### config.mk
export PLATFORM = sky130hd
export DESIGN_NAME = led_matrix_scanner_flat
export DESIGN_NICKNAME = d
export VERILOG_FILES = /design/src/rtl/led_matrix_scanner_if.sv /design/src/rtl/led_matrix_scanner.sv /design/src/flat_wrapper.sv
export SDC_FILE = /design/constraint.sdc
export NUM_CORES = 1
export LEC_CHECK = 0
export CAP_MARGIN = 10
export CORE_UTILIZATION = 56
export DETAILED_ROUTE_END_ITERATION = 10
export GPL_TIMING_DRIVEN = 1
export PLACE_DENSITY = 0.85
export SLEW_MARGIN = 20
export SYNTH_ARGS = -nofsm -noshare
export SYNTH_HDL_FRONTEND = slang
export SYNTH_SLANG_ARGS = --single-unit
### constraint.sdc
create_clock -name clk -period 8 [get_ports clk]
set_input_delay 2 -clock clk [delete_from_list [all_inputs] [get_ports clk]]
set_output_delay 2 -clock clk [all_outputs]
set_load 0.01 [all_outputs]
### src/rtl/led_matrix_scanner_if.sv
// LED matrix scanner bus: scan control and pixel frame in, plus the
// 74HC595-style chain controls, the row drive and the frame strobe out.
//   en, pixels          : scan enable and packed pixel intensities
//   rows_out            : one-hot row select, active high
//   ds/shcp/stcp        : serial data, shift clock, storage latch clock
//   mr_n/oe_n           : chain master reset and output enable, active low
//   frame_done          : one-clk pulse at end of each full frame
// master = scanner side, slave = matrix/board side.
interface led_matrix_scanner_if #(
   parameter int ROWS     = 8,
   parameter int COLS     = 8,
   parameter int CHANNELS = 2,
   parameter int BPP      = 2
);
   logic                               en;
   logic [ROWS*COLS*CHANNELS*BPP-1:0]  pixels;
   logic [ROWS-1:0]                    rows_out;
   logic                               ds;
   logic                               shcp;
   logic                               stcp;
   logic                               mr_n;
   logic                               oe_n;
   logic                               frame_done;

   modport master (
      input  en, pixels,
      output rows_out, ds, shcp, stcp, mr_n, oe_n, frame_done
   );

   modport slave (
      output en, pixels,
      input  rows_out, ds, shcp, stcp, mr_n, oe_n, frame_done
   );
endinterface

### src/rtl/led_matrix_scanner.sv
// Scans a ROWS x COLS matrix with CHANNELS colour planes per column through a
// shift-register chain, with threshold PWM of BPP bits per pixel. The pixel
// frame is snapshotted at the start of every frame, the chain is blanked while
// shifting, and all timing advances on a tick every DIV clocks.
// Ports:
//   clk   : system clock
//   rst_n : synchronous active-low reset
//   bus   : led_matrix_scanner_if master modport (en/pixels in, chain out)
//
// state     | meaning
// ----------+----------------------------------------------------------
// S_IDLE    | stopped, divider held, mr_n released, waiting for en
// S_CLEAR   | one tick: chain reset, snapshot pixels, row=0 plane=1
// S_SHIFT   | 2 ticks per chain bit, bit k=N-1 first, outputs blanked
// S_LATCH   | one tick: stcp high, row select updated
// S_DISPLAY | ON_TICKS ticks with oe_n low, then advance plane/row
module led_matrix_scanner #(
   parameter int ROWS     = 8,
   parameter int COLS     = 8,
   parameter int CHANNELS = 2,
   parameter int BPP      = 2,
   parameter int DIV      = 128,
   parameter int ON_TICKS = 16
) (
   input logic                 clk,
   input logic                 rst_n,
   led_matrix_scanner_if.master bus
);
   localparam int LEVELS  = (1 << BPP) - 1;
   localparam int N       = COLS * CHANNELS;
   localparam int FRAME_W = ROWS * N * BPP;
   localparam int ROW_W   = $clog2(ROWS);
   localparam int K_W     = (N > 1) ? $clog2(N) : 1;
   localparam int ON_W    = (ON_TICKS > 1) ? $clog2(ON_TICKS) : 1;
   localparam int DIV_W   = (DIV > 1) ? $clog2(DIV) : 1;

   typedef enum logic [2:0] {S_IDLE, S_CLEAR, S_SHIFT, S_LATCH, S_DISPLAY} state_t;

   state_t               state_q, state_d;
   logic [DIV_W-1:0]     div_q, div_d;
   logic [ROW_W-1:0]     row_q, row_d, row_nx;
   logic [BPP-1:0]       plane_q, plane_d, plane_nx;
   logic [K_W-1:0]       k_q, k_d;
   logic                 phase_q, phase_d;
   logic [ON_W-1:0]      on_q, on_d;
   logic [FRAME_W-1:0]   snap_q, snap_d;
   logic [ROWS-1:0]      rows_q, rows_d;
   logic                 ds_q, ds_d, shcp_q, shcp_d, stcp_q, stcp_d;
   logic                 mr_n_q, mr_n_d, oe_n_q, oe_n_d, fd_q, fd_d;
   logic                 tick, last_row, last_plane;

   // Chain index k = ch*COLS+c, so (row*N + k) addresses the packed field
   // at ((row*CHANNELS+ch)*COLS+c)*BPP directly.
   function automatic logic pix_bit(input logic [FRAME_W-1:0] f,
                                    input logic [ROW_W-1:0]   r,
                                    input logic [K_W-1:0]     k,
                                    input logic [BPP-1:0]     p);
      logic [BPP-1:0] v;
      v = f[(int'(r) * N + int'(k)) * BPP +: BPP];
      return (v >= p);
   endfunction

   assign tick = (div_q == DIV_W'(DIV - 1));

   always_comb begin
      last_row   = (row_q == ROW_W'(ROWS - 1));
      last_plane = (plane_q == BPP'(LEVELS));
      plane_nx   = last_plane ? BPP'(1) : plane_q + 1'b1;
      row_nx     = row_q;
      if (last_plane) row_nx = last_row ? '0 : row_q + 1'b1;
   end

   always_comb begin
      state_d = state_q;
      row_d   = row_q;
      plane_d = plane_q;
      k_d     = k_q;
      phase_d = phase_q;
      on_d    = on_q;
      snap_d  = snap_q;
      rows_d  = rows_q;
      ds_d    = ds_q;
      shcp_d  = shcp_q;
      stcp_d  = stcp_q;
      mr_n_d  = mr_n_q;
      oe_n_d  = oe_n_q;
      fd_d    = 1'b0;

      // Divider only runs once there is something to time.
      if (state_q == S_IDLE && !bus.en) div_d = '0;
      else if (tick)                    div_d = '0;
      else                              div_d = div_q + 1'b1;

      if (state_q == S_IDLE) mr_n_d = 1'b1;

      if (tick) begin
         case (state_q)
            S_IDLE: begin
               if (bus.en) begin
                  state_d = S_CLEAR;
                  mr_n_d  = 1'b0;
                  oe_n_d  = 1'b1;
                  ds_d    = 1'b0;
                  snap_d  = bus.pixels;
                  row_d   = '0;
                  plane_d = BPP'(1);
               end
            end
            S_CLEAR: begin
               state_d = S_SHIFT;
               mr_n_d  = 1'b1;
               k_d     = K_W'(N - 1);
               phase_d = 1'b0;
               shcp_d  = 1'b0;
               ds_d    = pix_bit(snap_q, row_q, K_W'(N - 1), plane_q);
            end
            S_SHIFT: begin
               if (!phase_q) begin
                  phase_d = 1'b1;
                  shcp_d  = 1'b1;
               end else if (k_q == '0) begin
                  state_d = S_LATCH;
                  shcp_d  = 1'b0;
                  stcp_d  = 1'b1;
                  rows_d  = ROWS'(1) << row_q;
               end else begin
                  k_d     = k_q - 1'b1;
                  phase_d = 1'b0;
                  shcp_d  = 1'b0;
                  ds_d    = pix_bit(snap_q, row_q, k_q - 1'b1, plane_q);
               end
            end
            S_LATCH: begin
               state_d = S_DISPLAY;
               stcp_d  = 1'b0;
               oe_n_d  = 1'b0;
               on_d    = ON_W'(ON_TICKS - 1);
            end
            S_DISPLAY: begin
               if (on_q != '0) begin
                  on_d = on_q - 1'b1;
               end else begin
                  oe_n_d  = 1'b1;
                  row_d   = row_nx;
                  plane_d = plane_nx;
                  fd_d    = last_row && last_plane;
                  if (!bus.en) begin
                     state_d = S_IDLE;
                     rows_d  = '0;
                     ds_d    = 1'b0;
                  end else if (last_row && last_plane) begin
                     state_d = S_CLEAR;
                     mr_n_d  = 1'b0;
                     ds_d    = 1'b0;
                     snap_d  = bus.pixels;
                     row_d   = '0;
                     plane_d = BPP'(1);
                  end else begin
                     state_d = S_SHIFT;
                     k_d     = K_W'(N - 1);
                     phase_d = 1'b0;
                     shcp_d  = 1'b0;
                     ds_d    = pix_bit(snap_q, row_nx, K_W'(N - 1), plane_nx);
                  end
               end
            end
            default: state_d = S_IDLE;
         endcase
      end
   end

   always_ff @(posedge clk) begin
      if (!rst_n) begin
         state_q <= S_IDLE;
         div_q   <= '0;
         row_q   <= '0;
         plane_q <= BPP'(1);
         k_q     <= '0;
         phase_q <= 1'b0;
         on_q    <= '0;
         snap_q  <= '0;
         rows_q  <= '0;
         ds_q    <= 1'b0;
         shcp_q  <= 1'b0;
         stcp_q  <= 1'b0;
         mr_n_q  <= 1'b0;
         oe_n_q  <= 1'b1;
         fd_q    <= 1'b0;
      end else begin
         state_q <= state_d;
         div_q   <= div_d;
         row_q   <= row_d;
         plane_q <= plane_d;
         k_q     <= k_d;
         phase_q <= phase_d;
         on_q    <= on_d;
         snap_q  <= snap_d;
         rows_q  <= rows_d;
         ds_q    <= ds_d;
         shcp_q  <= shcp_d;
         stcp_q  <= stcp_d;
         mr_n_q  <= mr_n_d;
         oe_n_q  <= oe_n_d;
         fd_q    <= fd_d;
      end
   end

   assign bus.rows_out   = rows_q;
   assign bus.ds         = ds_q;
   assign bus.shcp       = shcp_q;
   assign bus.stcp       = stcp_q;
   assign bus.mr_n       = mr_n_q;
   assign bus.oe_n       = oe_n_q;
   assign bus.frame_done = fd_q;
endmodule

### src/flat_wrapper.sv
// flat-port wrapper written by rule: the top's interface ports become plain ports
module led_matrix_scanner_flat 
#(
   parameter int ROWS     = 8,
   parameter int COLS     = 8,
   parameter int CHANNELS = 2,
   parameter int BPP      = 2,
   parameter int DIV      = 128,
   parameter int ON_TICKS = 16
)
  (clk, rst_n, bus_en, bus_pixels, bus_rows_out, bus_ds, bus_shcp, bus_stcp, bus_mr_n, bus_oe_n, bus_frame_done);
  led_matrix_scanner_if #(.ROWS(ROWS), .COLS(COLS), .CHANNELS(CHANNELS), .BPP(BPP)) bus_i ();
  input logic clk;
  input logic rst_n;
  input wire logic [$bits(bus_i.en)-1:0] bus_en;
  input wire logic [$bits(bus_i.pixels)-1:0] bus_pixels;
  output wire logic [$bits(bus_i.rows_out)-1:0] bus_rows_out;
  output wire logic [$bits(bus_i.ds)-1:0] bus_ds;
  output wire logic [$bits(bus_i.shcp)-1:0] bus_shcp;
  output wire logic [$bits(bus_i.stcp)-1:0] bus_stcp;
  output wire logic [$bits(bus_i.mr_n)-1:0] bus_mr_n;
  output wire logic [$bits(bus_i.oe_n)-1:0] bus_oe_n;
  output wire logic [$bits(bus_i.frame_done)-1:0] bus_frame_done;
  assign bus_i.en = bus_en;
  assign bus_i.pixels = bus_pixels;
  assign bus_rows_out = bus_i.rows_out;
  assign bus_ds = bus_i.ds;
  assign bus_shcp = bus_i.shcp;
  assign bus_stcp = bus_i.stcp;
  assign bus_mr_n = bus_i.mr_n;
  assign bus_oe_n = bus_i.oe_n;
  assign bus_frame_done = bus_i.frame_done;
  led_matrix_scanner #(.ROWS(ROWS), .COLS(COLS), .CHANNELS(CHANNELS), .BPP(BPP), .DIV(DIV), .ON_TICKS(ON_TICKS)) u_core (.clk(clk), .rst_n(rst_n), .bus(bus_i));
endmodule
======== Word level (Yosys, flattened, before mapping) ========
Cells that the tools add are included.
word-level totals
  output and inout port bits .............. 14
  word-level logic and storage cells ...... 141
  register bits after elaboration ......... 294
cells by class
  bitwise gates (word level) .............. 3
  $lt $le $gt $ge ......................... 3
  reduce and logical (&&, ||, !) cells .... 25
  multiplexer cells ....................... 66
  shift operators ......................... 4
  equal/unequal tests ..................... 17
  add/sub/neg operators ................... 8
operator list
  kind                   number
  $mux W256              4
  $shiftx A256 B32 Y2    3
  $pmux W256 S2          1
  $mux W3                11
  $mux W8                4
  $mux W4                6
  $mux W1                22
  $reduce_and A6 Y1      3
  $add A7 B4 Y8 const B  2
  $pmux W8 S2            1
  $pmux W3 S5            1
  $mux W2                6
  $ne A2 B2 Y1 const B   6
  $pmux W1 S3            4
  $pmux W4 S3            1
  $reduce_and A4 Y1      3
  $reduce_and A5 Y1      2
  $add A7 B4 Y8          1
  $ne A2 B1 Y1 const B   4
  $pmux W4 S2            1
  $reduce_bool A2 Y1     4
  $reduce_bool A4 Y1     2
  $shl A1 B3 Y8 const A  1
  $sub A4 B1 Y4 const B  2
  other kinds (23)       31

======== Logic depth before layout (Yosys ltp) ========
  depth in word-level cells ............... 10
  gate-level depth with buffers ........... 18
  depth with buffers taken out ............ 13

======== Worst setup path after synthesis ========
OpenSTA, ideal clock, no wires.
  path type ............................... register to register
  start point ............................. register u_core.k_q[0]
  end point ............................... register u_core.ds_q (netlist: u_core.bus.ds)
  arrival ................................. 3.712 ns
  setup time .............................. 0.122 ns
  required time ........................... 7.878 ns
  slack ................................... 4.166 ns
  stages on the path, launching flop included .. 18
  path through ............................ dfxtp_1 buf_2 buf_6 buf_2 inv_1 ha_1 clkbuf_1 clkbuf_1 mux4_2 mux2i_1 a311oi_1 o211a_1 nor4_1 ha_1 nand2b_1 a21oi_1 o22ai_1 o311a_1
between the ends
  longest elaborated chain between the ends .. 7
  elaborated cells on any way between the ends .. 10
  those cells by class .................... add/sub: 2; order compare: 1; eq/ne: 1; shift: 1; mux: 3; reduce/logical: 2
RTL lines
  what                    RTL line                   text
  start, declared         led_matrix_scanner.sv:43   logic [K_W-1:0] k_q, k_d;
  start signal, assigned  led_matrix_scanner.sv:194  k_q <= k_d;
  $sub A4 B1 Y4           led_matrix_scanner.sv:130  ds_d = pix_bit(snap_q, row_q, k_q - 1'b1, plane_q);
  $add A7 B4 Y8           led_matrix_scanner.sv:59   v = f[(int'(r) * N + int'(k)) * BPP +: BPP];
  $shiftx A256 B32 Y2     led_matrix_scanner.sv:59
  $ge A2 B2 Y1            led_matrix_scanner.sv:60   return (v >= p);
  $mux W1                 led_matrix_scanner.sv:121  end else if (k_q == '0) begin
  $mux W1                 led_matrix_scanner.sv:118  if (!phase_q) begin
  $pmux W1 S4             led_matrix_scanner.sv:97   case (state_q)
  end signal, assigned    led_matrix_scanner.sv:199  ds_q <= ds_d;
  end, declared           led_matrix_scanner.sv:48   logic ds_q, ds_d, shcp_q, shcp_d, stcp_q, stcp_d;
Several ways; a longest one is shown, not always the timed one. The select of a mux whose other input is x is not followed.
A chain may end at the register's enable or synchronous reset.

======== Worst setup path after layout ========
  start point ............................. input port bus_en
  end point ............................... register u_core.snap_q[159]
between the ends
  longest elaborated chain between the ends .. 2
  elaborated cells on any way between the ends .. 3
  those cells by class .................... eq/ne: 2; reduce/logical: 1
RTL lines
  what                           RTL line                   text
  start, declared                flat_wrapper.sv:15         input wire logic [$bits(bus_i.en)-1:0] bus_en;
  $ne A2 B2 Y1 (no line)         n/a
  $reduce_and A6 Y1 (no line) *  n/a
  end signal, assigned           led_matrix_scanner.sv:197  snap_q <= snap_d;
  end, declared                  led_matrix_scanner.sv:46   logic [FRAME_W-1:0] snap_q, snap_d;
Mark *: on every way between the ends. The rest lies on a longest branch, timed or not.

==> impl_metrics.prom <==
# TYPE chip_impl_metric gauge
chip_impl_info{name="grt_setup_unrepaired",value="false"} 1
chip_impl_metric{name="area.growth.synth_to_final",unit="%"} 26.9
chip_impl_metric{name="drc",unit=""} 0
chip_impl_metric{name="synth.lib_cells_used.distinct",unit=""} 62
chip_impl_metric{name="combined_area_of_the_multi_input_logic_cells",unit="sq mm"} 0.00748
chip_impl_metric{name="ys_warn_count",unit=""} 0
chip_impl_metric{name="place.detailed.hpwl",unit="um"} 24600
chip_impl_metric{name="ctsHoldBuffers",unit=""} 0
chip_impl_metric{name="finalClockSkew",unit="ns"} 0.0321
chip_impl_metric{name="drt_wl_total",unit="um"} 36700
chip_impl_metric{name="syn-cell-area",unit="sq mm"} 0.0140
chip_impl_metric{name="ctsHtreeMaxLevel",unit=""} 1
chip_impl_info{name="synth_top_flop_cell",value="dfxtp_1"} 1
chip_impl_metric{name="cts_made_buffers",unit=""} 30
chip_impl_metric{name="seq_area",unit="sq mm"} 0.00589
chip_impl_metric{name="layout_fillers",unit=""} 1848
chip_impl_metric{name="detail-route-antenna-nets",unit=""} 0
chip_impl_metric{name="fin_hold_ws",unit="ns"} 0.448
chip_impl_metric{name="setup_viol_count_final",unit=""} 0
chip_impl_metric{name="die-area",unit="sq mm"} 0.0256
chip_impl_metric{name="drt-vias-per-instance",unit=""} 5.67
chip_impl_metric{name="finalHoldViolCount",unit=""} 0
chip_impl_metric{name="grt_start_max_net_pins",unit=""} 180
chip_impl_metric{name="final_net_count",unit=""} 2023
chip_impl_metric{name="achievable_clock_frequency",unit="GHz"} 0.209
chip_impl_info{name="cp-startpoint",value="bus_en"} 1
chip_impl_info{name="cts_tree",value="built"} 1
chip_impl_info{name="critical_path_end_type",value="register"} 1
chip_impl_metric{name="clock-sinks",unit=""} 294
chip_impl_info{name="worstSetupPathType",value="input port to register"} 1
chip_impl_metric{name="route.vias.total",unit=""} 11900
chip_impl_metric{name="io_pins",unit=""} 273
chip_impl_metric{name="cpPeakStageDelay",unit="ns"} 0.77
chip_impl_metric{name="global_route.usage.total",unit=""} 0.284
chip_impl_metric{name="final-max-slew-violation-count",unit=""} 0
chip_impl_metric{name="place.port_buffers",unit=""} 272
chip_impl_metric{name="min_delay_path_depth",unit=""} 2
chip_impl_metric{name="final_layout_size_suffix_gt1_frac",unit=""} 0.0881
chip_impl_metric{name="globalRoute.totalOverflow",unit=""} 0
chip_impl_metric{name="r2r_cells",unit=""} 13
chip_impl_metric{name="synth-seq-area-share",unit=""} 0.422
chip_impl_metric{name="dpl_worst_slack",unit="ns"} 2.75
chip_impl_metric{name="die_w",unit="um"} 160
chip_impl_metric{name="worst_ep_arrival_time",unit="ns"} 5.23
chip_impl_metric{name="cts.clk_slew.worst_paths",unit="ns"} 0.06
chip_impl_metric{name="cts_resized",unit=""} 0
chip_impl_metric{name="gate_count_of_the_mapped_netlist",unit=""} 1555
chip_impl_metric{name="slew_headroom",unit=""} 0.251
chip_impl_metric{name="timing.final.crit_period",unit="ns"} 4.78
chip_impl_metric{name="synth_enable_flop_cells",unit=""} 0
chip_impl_metric{name="clk_latency",unit="ns"} 0.57
chip_impl_metric{name="grt_pass1_vias",unit=""} 11800
chip_impl_metric{name="maxCapViolations",unit=""} 0
chip_impl_metric{name="synthesis.nets",unit=""} 1831
chip_impl_metric{name="drt_pass1_iterations",unit=""} 5
chip_impl_metric{name="critPathRequiredTime",unit="ns"} 8.45
chip_impl_info{name="critical_path.startpoint_type",value="input port"} 1
chip_impl_info{name="outcome",value="completed"} 1
chip_impl_metric{name="power_density",unit="mW/mm^2"} 179
chip_impl_info{name="clk_root_buffer_cell",value="clkbuf_16"} 1
chip_impl_metric{name="fp.dieH",unit="um"} 160
chip_impl_metric{name="post_synth.cell_area_avg",unit="sq um"} 8.98
chip_impl_metric{name="place.gp.congestion",unit=""} 0.887
chip_impl_metric{name="rows",unit=""} 57
chip_impl_info{name="holdPathEnd",value="u_core.snap_q[243]$_SDFFE_PN0P_"} 1
chip_impl_info{name="hold_path.startpoint",value="u_core.snap_q[243]$_SDFFE_PN0P_"} 1
chip_impl_metric{name="leakagePower",unit="nW"} 5.97
chip_impl_info{name="cp_slowest_cell",value="nor4_2"} 1
chip_impl_info{name="hold_path_class",value="register to register"} 1
chip_impl_metric{name="number_of_antenna_violations_at_the_first_check_in_global_routing",unit=""} 1
chip_impl_info{name="r2r_start",value="u_core.k_q[0]$_SDFFE_PN0P_"} 1
chip_impl_metric{name="drt_iter0_markers",unit=""} 1062
chip_impl_metric{name="setup_ws",unit="ns"} 3.22
chip_impl_metric{name="setup-tns-final",unit="ns"} 0
chip_impl_metric{name="first_pass_grt_wire_length",unit="um"} 58900
chip_impl_metric{name="postSynth.asyncResetShare",unit=""} 0
chip_impl_metric{name="routed_wire_length_per_instance",unit="um"} 17.5
chip_impl_metric{name="post-cts-setup-buffers",unit=""} 0
chip_impl_metric{name="synth-seq-cells",unit=""} 294
chip_impl_metric{name="timing.reg2reg.setup_slack",unit="ns"} 3.37
chip_impl_info{name="timing.critical_path.cells",value="clkdlybuf4s50_1 > mux2i_2 > nor4_2 > nand2_4 > buf_4 > nand2_1 > a21boi_1"} 1
chip_impl_metric{name="floorplan.core_area",unit="sq mm"} 0.0244
chip_impl_metric{name="start_util",unit=""} 0.572
chip_impl_metric{name="worstPathMaxFanout",unit=""} 95
chip_impl_metric{name="max-vdd-ir-drop",unit="uV"} 141
chip_impl_metric{name="placed_area",unit="sq mm"} 0.0166
chip_impl_metric{name="post-route-period-util",unit=""} 0.597
chip_impl_info{name="worstReg2RegEnd",value="u_core.bus.ds$_SDFFE_PN0P_"} 1
chip_impl_metric{name="worst_slew_pin_slew",unit="ns"} 1.12
chip_impl_metric{name="post-route-cell-area",unit="sq mm"} 0.0177
chip_impl_metric{name="clock_tree.buffer_depth",unit=""} 3
## synthesized netlist by cell type (3+ instances only)
cell       count  area, sq um
inv_1         10         37.5
o21ai_0       15         75.1
nor2_1        25         93.8
nand3_1       27          135
and2_1         4         25.0
a21boi_1     240         1800
nand4_1       11         68.8
mux2i_1       13          130
clkbuf_1      59          221
a311oi_1       3         26.3
a21oi_1       12         60.1
and3_1         5         31.3
buf_2         28          140
a2111oi_0      3         26.3
a21boi_0      28          210
or3b_2         3         26.3
nand2_1      575         2160
dfxtp_1      294         5890
o221a_2        3         33.8
nor2b_1        5         31.3
o211a_1        4         40.0
xnor2_1        5         43.8
ha_1          17          213
nor3_1         3         15.0
mux4_2        75         1690
xor2_1         4         35.0
buf_4         30          225
nand2b_1       8         50.1
nor3b_1        3         22.5
## report_power, final
part	leakage, nW	switching, W	total [W]	internal (W)
sequential	2.37	0.00000314	0.00147	0.00147
clock	0.530	0.000580	0.00152	0.000943
combinational	3.07	0.0000502	0.000185	0.000135
## stage by stage
step / cells / utilization / total power (W)
2_1_floorplan: 1555 / - / 0.00154
3_3_place_gp: 2039 / 0.682 / 0.00169
3_5_place_dp: 2039 / 0.682 / 0.00168
4_1_cts: 2094 / 0.726 / 0.00319
5_1_grt: 2095 / 0.727 / 0.00326
6_report: 2095 / 0.727 / 0.00318
## cell families (layout without fill, tap and decap cells)
family	Yosys count	after routing	synth area share
multiplexers	91	91	0.133
flip-flops	294	294	0.422
AO/OA/AOI/OAI	327	327	0.175
other	0	1	0
AND/OR/NAND/NOR	683	683	0.201
adder cells (fa/ha/maj)	18	18	0.0160
buffers and inverters	133	348	0.0474
XOR/XNOR	9	9	0.00565
## worst max-delay path by stage
stage,cells after the start,end
4_1_cts,13,u_core.bus.ds$_SDFFE_PN0P_
3_5_place_dp,7,u_core.snap_q[219]$_SDFFE_PN0P_
2_1_floorplan,17,u_core.bus.ds$_SDFFE_PN0P_
6_report,7,u_core.snap_q[159]$_SDFFE_PN0P_
5_1_grt,13,u_core.bus.ds$_SDFFE_PN0P_
3_3_place_gp,7,u_core.snap_q[137]$_SDFFE_PN0P_
## critical path: cells and delay by family
kind / cells / cell delay [ns]
buffers and inverters: 2 / 1.24
multiplexers: 1 / 0.15
AND/OR/NAND/NOR: 3 / 1.65
AO/OA/AOI/OAI: 1 / 0.09
## final cells by class
class                   instances  area share
clock buffers                  41      0.0464
well taps                     324      0.0229
flip-flops and latches        294       0.332
clock inverters                14      0.0145
diodes                          1    0.000141
multi-input cells            1128       0.422
repair buffers                281       0.159
inverters                      12     0.00254
## placed cells by master, fill, tap and decap left out, types with 16 or more instances in the layout
| cell | count |
|---|---|
| nand2_1 | 574 |
| dfxtp_1 | 293 |
| clkdlybuf4s50_1 | 271 |
| a21boi_1 | 240 |
| mux4_2 | 75 |
| clkbuf_16 | 30 |
| a21boi_0 | 28 |
| nand3_1 | 27 |
| nor2_1 | 25 |
| ha_1 | 16 |
## sequential cells by signal, indices dropped and copies added, names as in the netlist
name,flops
u_core.bus.frame_done,1
u_core.k_q,4
u_core.bus.ds,1
u_core.plane_q,2
u_core.bus.rows_out,8
u_core.on_q,4
u_core.div_q,7
u_core.bus.shcp,1
u_core.bus.oe_n,1
u_core.phase_q,1
u_core.bus.stcp,1
u_core.state_q,3
u_core.bus.mr_n,1
u_core.row_q,3
u_core.snap_q,256
## routing by layer
| metal | wire length (um) | GRT usage |
|---|---|---|
| met1 | 15300 | 0.363 |
| met2 | 18500 | 0.496 |
| met3 | 2000 | 0.0384 |
| met4 | 998 | 0.0948 |
| met5 | 0 | 0 |
Power figures use the tool's default switching activity.
